$ cat src/rtl/pipe_hazard_scoreboard.sv
// Hazard-detection and forwarding-control unit beside the ID stage.
// A shift-register scoreboard follows every in-flight register write. Each
// decoded source operand is compared against it, and the unit does one of two
// things: it stalls IF/ID with a bubble into EX, or it issues registered
// forwarding selects for the EX operand muxes.
// Only stages 0..DEPTH-2 are held. The WB stage is never consulted because
// the register file is write-through, so retiring an instruction out of
// stage DEPTH-2 is the same as dropping it.
module pipe_hazard_scoreboard #(
   parameter int AW    = 5,
   parameter int NRD   = 2,
   parameter int DEPTH = 3,
   parameter int SW    = 2,
   parameter int FW    = 2,
   parameter int CW    = 32
) (
   input  logic              clk,
   input  logic              rst_n,
   input  logic              id_valid,
   input  logic [NRD*AW-1:0] id_src,
   input  logic [NRD-1:0]    id_src_used,
   input  logic [AW-1:0]     id_dst,
   input  logic              id_wen,
   input  logic [SW-1:0]     id_rdy_stage,
   input  logic              flush,
   output logic              stall,
   output logic [NRD*FW-1:0] fwd_sel,
   output logic              ex_valid,
   output logic [CW-1:0]     stall_count
);

   localparam int NE = DEPTH - 1;

   logic [NE-1:0]     sb_valid;
   logic [AW-1:0]     sb_dst [NE];
   logic [SW-1:0]     sb_rdy [NE];
   logic [NRD-1:0]    op_hazard;
   logic [NRD*FW-1:0] fwd_next;
   logic              issue;

   for (genvar gi = 0; gi < NRD; gi++) begin : g_op
      logic [AW-1:0] src;
      logic [FW-1:0] sel;
      logic          hz;

      assign src = id_src[gi*AW +: AW];

      // Scan from oldest to youngest so that the youngest matching producer decides the outcome.
      always_comb begin
         sel = '0;
         hz  = 1'b0;
         for (int k = NE - 1; k >= 0; k--) begin
            if (sb_valid[k] && (sb_dst[k] == src) && (src != '0) && id_src_used[gi]) begin
               sel = FW'(k + 1);
               hz  = (SW'(k) < sb_rdy[k]);
            end
         end
      end

      assign op_hazard[gi]            = hz;
      assign fwd_next[gi*FW +: FW]    = hz ? '0 : sel;
   end

   assign stall = id_valid & ~flush & (|op_hazard);
   assign issue = id_valid & ~flush & ~stall;

   // Advance the scoreboard one stage per cycle and push the issuing writer (or a bubble) into EX.
   always_ff @(posedge clk or negedge rst_n) begin
      if (!rst_n) begin
         sb_valid <= '0;
         for (int k = 0; k < NE; k++) begin
            sb_dst[k] <= '0;
            sb_rdy[k] <= '0;
         end
      end else begin
         for (int k = NE - 1; k > 0; k--) begin
            sb_valid[k] <= sb_valid[k-1];
            sb_dst[k]   <= sb_dst[k-1];
            sb_rdy[k]   <= sb_rdy[k-1];
         end
         sb_valid[0] <= issue & id_wen & (id_dst != '0);
         sb_dst[0]   <= id_dst;
         sb_rdy[0]   <= id_rdy_stage;
      end
   end

   // Register the forwarding selects and the EX valid bit so that both line up with the instruction's EX cycle.
   always_ff @(posedge clk or negedge rst_n) begin
      if (!rst_n) begin
         fwd_sel  <= '0;
         ex_valid <= 1'b0;
      end else if (issue) begin
         fwd_sel  <= fwd_next;
         ex_valid <= 1'b1;
      end else begin
         fwd_sel  <= '0;
         ex_valid <= 1'b0;
      end
   end

   // Count stall cycles, holding at all-ones instead of wrapping.
   always_ff @(posedge clk or negedge rst_n) begin
      if (!rst_n) begin
         stall_count <= '0;
      end else if (stall && (stall_count != '1)) begin
         stall_count <= stall_count + CW'(1);
      end
   end

endmodule

$ cat config.mk
export PLATFORM = sky130hd
export DESIGN_NAME = pipe_hazard_scoreboard
export DESIGN_NICKNAME = d
export VERILOG_FILES = /design/src/rtl/pipe_hazard_scoreboard.sv
export SDC_FILE = /design/constraint.sdc
export NUM_CORES = 1
export LEC_CHECK = 0
export ABC_CLOCK_PERIOD_IN_PS = 2900
export CAP_MARGIN = 5
export CORE_ASPECT_RATIO = 2
export CORE_MARGIN = 5
export CORE_UTILIZATION = 50
export CTS_BUF_LIST = sky130_fd_sc_hd__clkbuf_8
export CTS_CLUSTER_SIZE = 25
export DETAILED_ROUTE_END_ITERATION = 12
export PLACE_DENSITY = 0.94
export SYNTH_ARGS = -nofsm -noshare
export SYNTH_HDL_FRONTEND = slang
export SYNTH_SLANG_ARGS = --single-unit
$ cat constraint.sdc
create_clock -name clk -period 2.9 [get_ports clk]
set_clock_uncertainty 0.2 [all_clocks]
set_input_delay 0.58 -clock clk [delete_from_list [all_inputs] [get_ports clk]]
set_output_delay 0.58 -clock clk [all_outputs]
set_load 0.05 [all_outputs]
==> metrics.txt, run 1 <==
first-pass GRT wire length between 10 and 15 mm; top-area cell type share of the netlist area 54.1%; cell type with the largest total area after synthesis dfrtp_1; sequential share of the synthesized area between 50% and 60%; Pwr per Cell Area around 400 mW/mm2; Initial Util between 50% and 60%; via count 1,949; Worst Reg-to-Reg Cells 10; # port buffers about 60; Worst-path clk slew roughly 0.090 ns; Mapped Nets about 240; post-synthesis cell area 0.00241 mm2; Cell variety after synth 28; Setup WS post-layout 0.0175 ns; final period utilization 99.4%; layer carrying the most global-route usage met2; die height between 100 and 150 um; launch point of the worst reg-to-reg path sb_dst[2]; nets@finish about 330; CTS tree yes; multi-input logic area about 0.0012 mm2; Synth warnings 0; crit path launch id_src[8]; vias in the first global route roughly 2.1k; clk sinks 52; ANT nets after route 0; max_cap viols 0; fin crit period between 2 and 3 ns; FF/Latch Area around 0.0013 mm2; Hold WC Path Type in2async; fill count 310; met3 Resource Use GR around 4.2%; Max Slew Vio Count 0; CP required ~2.1 ns; syn_area_per_cell around 11 um2; Reg-to-Reg End stall_count[27]; chip width about 60 um; Syn Inst Count around 210; r2r setup slk 0.26 ns; post-synthesis sequential element count between 50 and 60; hold_buf cts 0; placed cell count between 300 and 400; M1 GR Usage between 20% and 30%; LEAKAGE around 1.6 nW; Placement Cell Area ~0.0032 mm2; routability cong. ~0.8; num rows 35; Finished Core Util 73.6%; crit path max fanout 3; fin cells roughly 360; setup_tns 0 ns; ranking of synthesized cells by area dfrtp_1, xnor2_1, xor2_1, nor3_2, nand3_1; endpoints failing hold 0; Initial DRC Count just over 60; number of diodes 0; clk root buf clkbuf_8; TritonRoute pass-1 iters 4; worst vdd ir around 0.00042 V; gr ovfl total 0; Crit Path Category in2out; initial antenna violation count 0; Final HPWL DP roughly 4.6 mm; setup violators final 0; num ports 62; total CTS buffers 5; final instance area 0.00341 mm2; status completed; Clock Latency Late Sink ~0.30 ns; die area between 0.006 and 0.007 mm2; area grow syn2layout 41.9%; FMAX between 0.3 and 0.4 GHz; Slew HR just under 60%; vias per inst about 5.5; drt wl/cell ~18 um; grt met2 use between 30% and 40%; pre-CTS setup slack -0.479 ns; crit start category primary input; Slew @ Worst Pin 0.625 ns; crit end category output pin; Total GRT Usage 21.4%; core area around 0.0046 mm2; arrival time worst endpoint ~2.1 ns; largest net degree at the start of global routing 28; Max H-tree Level 2; Clock Tree Buf Depth 2; # DRC 0; routed wire length approximately 6.3 mm; share of cells above drive strength 1 22.3%
==> stage by stage <==
| stage | power, mW | hold slack (ns) |
|---|---|---|
| floorplan | 0.804 | 0.0844 |
| global placement | 0.878 | 0.169 |
| global route | 1.42 | 0.123 |
| CTS | 1.37 | 0.0920 |
| finish | 1.37 | 0.0809 |
| detailed placement | 0.883 | 0.187 |
==> layout by cell type (no fill, tap or decap), types with 2 or more instances in the layout <==
| cell | n |
|---|---|
| buf_6 | 2 |
| and2_1 | 2 |
| buf_12 | 2 |
| or3_4 | 2 |
| buf_4 | 19 |
| nand3_1 | 16 |
| nand4_1 | 11 |
| clkbuf_8 | 5 |
| buf_2 | 5 |
| nor2_1 | 12 |
| nor3_2 | 10 |
| or4_4 | 2 |
| nor3_4 | 2 |
| clkdlybuf4s15_1 | 2 |
| clkbuf_2 | 4 |
| clkdlybuf4s50_1 | 49 |
| nor2_2 | 2 |
| o21ai_4 | 2 |
| and3_1 | 7 |
| xor2_1 | 22 |
| inv_1 | 4 |
| xnor2_1 | 25 |
| nor4_1 | 2 |
| and4_1 | 3 |
| nand2b_1 | 2 |
| dfrtp_1 | 52 |
| nor3_1 | 6 |
| xnor2_2 | 4 |
| nand2_1 | 13 |
==> power by group <==
part / internal [mW] / leakage (nW) / total (mW) / switching [mW]
Sequential: 0.737 / 0.684 / 0.750 / 0.0130
Combinational: 0.0638 / 0.823 / 0.127 / 0.0630
Clock: 0.255 / 0.0541 / 0.495 / 0.239
Total: 1.06 / 1.56 / 1.37 / 0.315
==> cells by family after synthesis <==
kind of cell | after synthesis | share of synthesized area, %
flops | 52 | 54.1
compound gates | 7 | 2.34
xor+xnor | 51 | 18.6
buf+inv | 7 | 1.51
simple gates | 95 | 23.0
fa+ha+maj | 1 | 0.520
==> worst max-delay path by stage <==
stage	end	slack, ns	cells past startpoint
after floorplan	stall	0.09	6
final	stall	0.02	8
after global placement	stall_count[16]	-0.38	10
after CTS	stall	0.001	8
after detailed placement	stall_count[22]	-0.48	10
after global routing	stall	-0.09	9
==> layer usage <==
metal / share of wire, % / vias to the layer above
met4: 2.7 / 0
met2: 57 / 46
met3: 3.5 / 13
li1: - / 906
met5: 0 / -
met1: 36 / 984
==> sequential cells by signal, indices dropped and copies added, names as in the netlist <==
signal,cells
ex_valid,1
sb_dst,10
sb_rdy,3
sb_valid,2
fwd_sel,4
stall_count,32
==> repair_timing <==
action / 4_1_cts / 5_1_grt
pin swaps: 13 / 12
endpoints found under the setup margin: 13 / 12
buffers inserted: 3 / 0
cloned: 0 / 0
resized for setup: 35 / 14
==> cell type report <==
| class | count | area share (%) |
|---|---|---|
| flip-flops and latches | 52 | 38.1 |
| repair buffers | 83 | 22.3 |
| inverters | 4 | 0.440 |
| well taps | 55 | 2.02 |
| clock inverters | 3 | 1.25 |
| clock buffers | 5 | 2.02 |
| multi-input cells | 154 | 33.9 |
==> synth_stat cells, drive strengths merged <==
master / number
o22ai: 1
or3: 3
o21ai: 3
buf: 3
nand3: 16
xor2: 22
nand4: 11
nand2b: 2
o21bai: 1
xnor2: 29
o22a: 1
or4: 3
dfrtp: 52
nor3: 18
inv: 4
a21oi: 1
nor2: 14
nand2: 13
nor4: 2
and3: 7
and2: 2
or2: 1
and4: 3
ha: 1
==> critical path: stages <==
cell and delay (ns):
buf_2 0.11, or4_4 0.54, o21ai_4 0.22, or3_4 0.19, o22ai_2 0.08, a21oi_2 0.19, nor2_2 0.05, buf_6 0.15
Power figures use the tool's default switching activity.
==> inputs of run 2 (changes only) <==
--- a/config.mk
+++ b/config.mk
@@ -13,7 +13,9 @@
 export CTS_BUF_LIST = sky130_fd_sc_hd__clkbuf_8
 export CTS_CLUSTER_SIZE = 25
 export DETAILED_ROUTE_END_ITERATION = 12
+export MAX_ROUTING_LAYER = met4
 export PLACE_DENSITY = 0.94
+export SLEW_MARGIN = 25
 export SYNTH_ARGS = -nofsm -noshare
 export SYNTH_HDL_FRONTEND = slang
 export SYNTH_SLANG_ARGS = --single-unit
==> metrics.txt, run 2 (synthesis results as in run 1) <==
status completed; share of cells above drive strength 1 between 20% and 30%; CP top delay family simple AND/OR/NAND/NOR gates; Worst-path clk slew about 0.090 ns; vias per inst ~5.5; final period utilization 99.7%; layer carrying the most global-route usage met2; initial antenna violation count 0; crit end category output pin; max_cap viols 0; FMAX 0.346 GHz; setup violators final 0; crit start category primary input; Initial DRC Count just under 60; Buf/Inv on CP 2; area grow syn2layout 41.9%; hold_buf cts 0; fill count 310; most frequent cells in the layout dfrtp_1, clkdlybuf4s50_1, xnor2_1, xor2_1, buf_4; vias in the first global route about 2.1k; Total GRT Usage between 20% and 30%; worst vdd ir around 0.00042 V; logic gate share of total power about 9%; endpoints failing hold 0; Critical-path top delay cell or4_4; Initial Util 51.8%; Hold WC Path Type in2async; routability cong. about 0.83; r2r setup slk around 0.26 ns; # port buffers slightly above 60; Top Registers stall_count (32), sb_dst (10), fwd_sel (4); multi-input logic area approximately 0.0012 mm2; Crit Path Category in2out; critical-path cell list buf_2 -> or4_4 -> o21ai_4 -> or3_4 -> o22ai_2 -> a21oi_2 -> nor2_2 -> buf_6; routed wire length roughly 6.3 mm; first-pass GRT wire length between 10 and 15 mm; Max H-tree Level 2; Max Slew Vio Count 0; gr ovfl total 0; num rows 35; Clock Tree Buf Depth 2; ANT nets after route 0; Switching Share about 23%; CP max stage delay between 0.5 and 0.6 ns; M1 GR Usage ~24%; crit path max fanout 3; Biggest register stall_count; P_sw around 0.31 mW; Largest register FFs 32; most common cell after layout, fill and taps aside dfrtp_1; setup_tns 0 ns; LEAKAGE ~1.6 nW; grt met2 use slightly below 40%; FF/Latch Area approximately 0.0013 mm2; largest net degree at the start of global routing 28; TritonRoute pass-1 iters 4; clk root buf clkbuf_8; CP required around 2.1 ns; Slew @ Worst Pin 0.623 ns; met3 Resource Use GR about 3.5%; total CTS buffers 5; Seq pwr share a little over half; Final HPWL DP 4.62 mm; num ports 62; hold_ws just under 0.08 ns; via count between 1.5k and 2k; number of diodes 0; # DRC 0; die area 0.00638 mm2; drt wl/cell about 18 um; P_int 1.06 mW; core area roughly 0.0046 mm2; Clock Latency Late Sink 0.31 ns; chip width between 50 and 60 um; nets@finish 325; CTS tree yes; die height between 100 and 150 um; clock power share a little over a third; arrival time worst endpoint 2.11 ns; clk sinks 52; Pwr per Cell Area between 400 and 500 mW/mm2; Finished Core Util between 70 and 80%; Slew HR approximately three fifths; fin crit period 2.89 ns
## run 2: power by group through the flow
stage | sequential, mW | combinational, mW | clock, mW
4_1_cts | 0.749 | 0.122 | 0.503
3_5_place_dp | 0.763 | 0.120 | 0
3_3_place_gp | 0.762 | 0.116 | 0
6_report | 0.750 | 0.127 | 0.494
5_1_grt | 0.752 | 0.136 | 0.530
2_1_floorplan | 0.768 | 0.0352 | 0
## run 2: what timing repair did
action	CTS	global route
pin swaps	13	12
setup buffers	3	0
resized for setup	35	14
endpoints found under the setup margin	13	12
## run 2: layer usage
metal / vias to the layer above / part of all wire [%]
met3: 15 / 3.7
met2: 62 / 57
met1: 984 / 36
met4: 0 / 3.3
met5: - / 0
li1: 909 / -
## run 2: cell type report
cell class                 count  area share (%)
clock buffer                   5            2.02
clock inverter                 3            1.25
inverter                       4           0.440
multi-input combinational    154            33.9
sequential                    52            38.1
tap                           55            2.02
timing repair buffer          83            22.3
## run 2: path summary, 6_finish.rpt
kind	startpoint	to	cells after the start
max	id_src[8]	stall	8
min	rst_n	fwd_sel[1]	1
max reg2reg	sb_dst[2]	stall_count[27]	10
min reg2reg	sb_rdy[3]	sb_rdy[1]	0
max in group asynchronous	rst_n	stall_count[2]	2
min in group clk	sb_rdy[3]	sb_rdy[1]	0
## run 2: worst register-to-register path, stage by stage (launching register included)
cell     delay (ns)
dfrtp_1        0.43
xnor2_1        0.17
nand4_1        0.14
or3_4          0.41
o22ai_2        0.17
a21oi_2        0.09
buf_4          0.15
or2_4          0.26
buf_4          0.15
nor3_1         0.21
xor2_1         0.17
## run 2: metrics by stage
step           power [mW]  setup slack, ns  instances  instance area (um2)
2_1_floorplan       0.804           0.0852        213                 2410
3_3_place_gp        0.878           -0.379        345                 3230
3_5_place_dp        0.883           -0.479        345                 3230
5_1_grt              1.42          -0.0863        356                 3410
6_report             1.37          0.00866        356                 3410
4_1_cts              1.37          0.00112        356                 3400
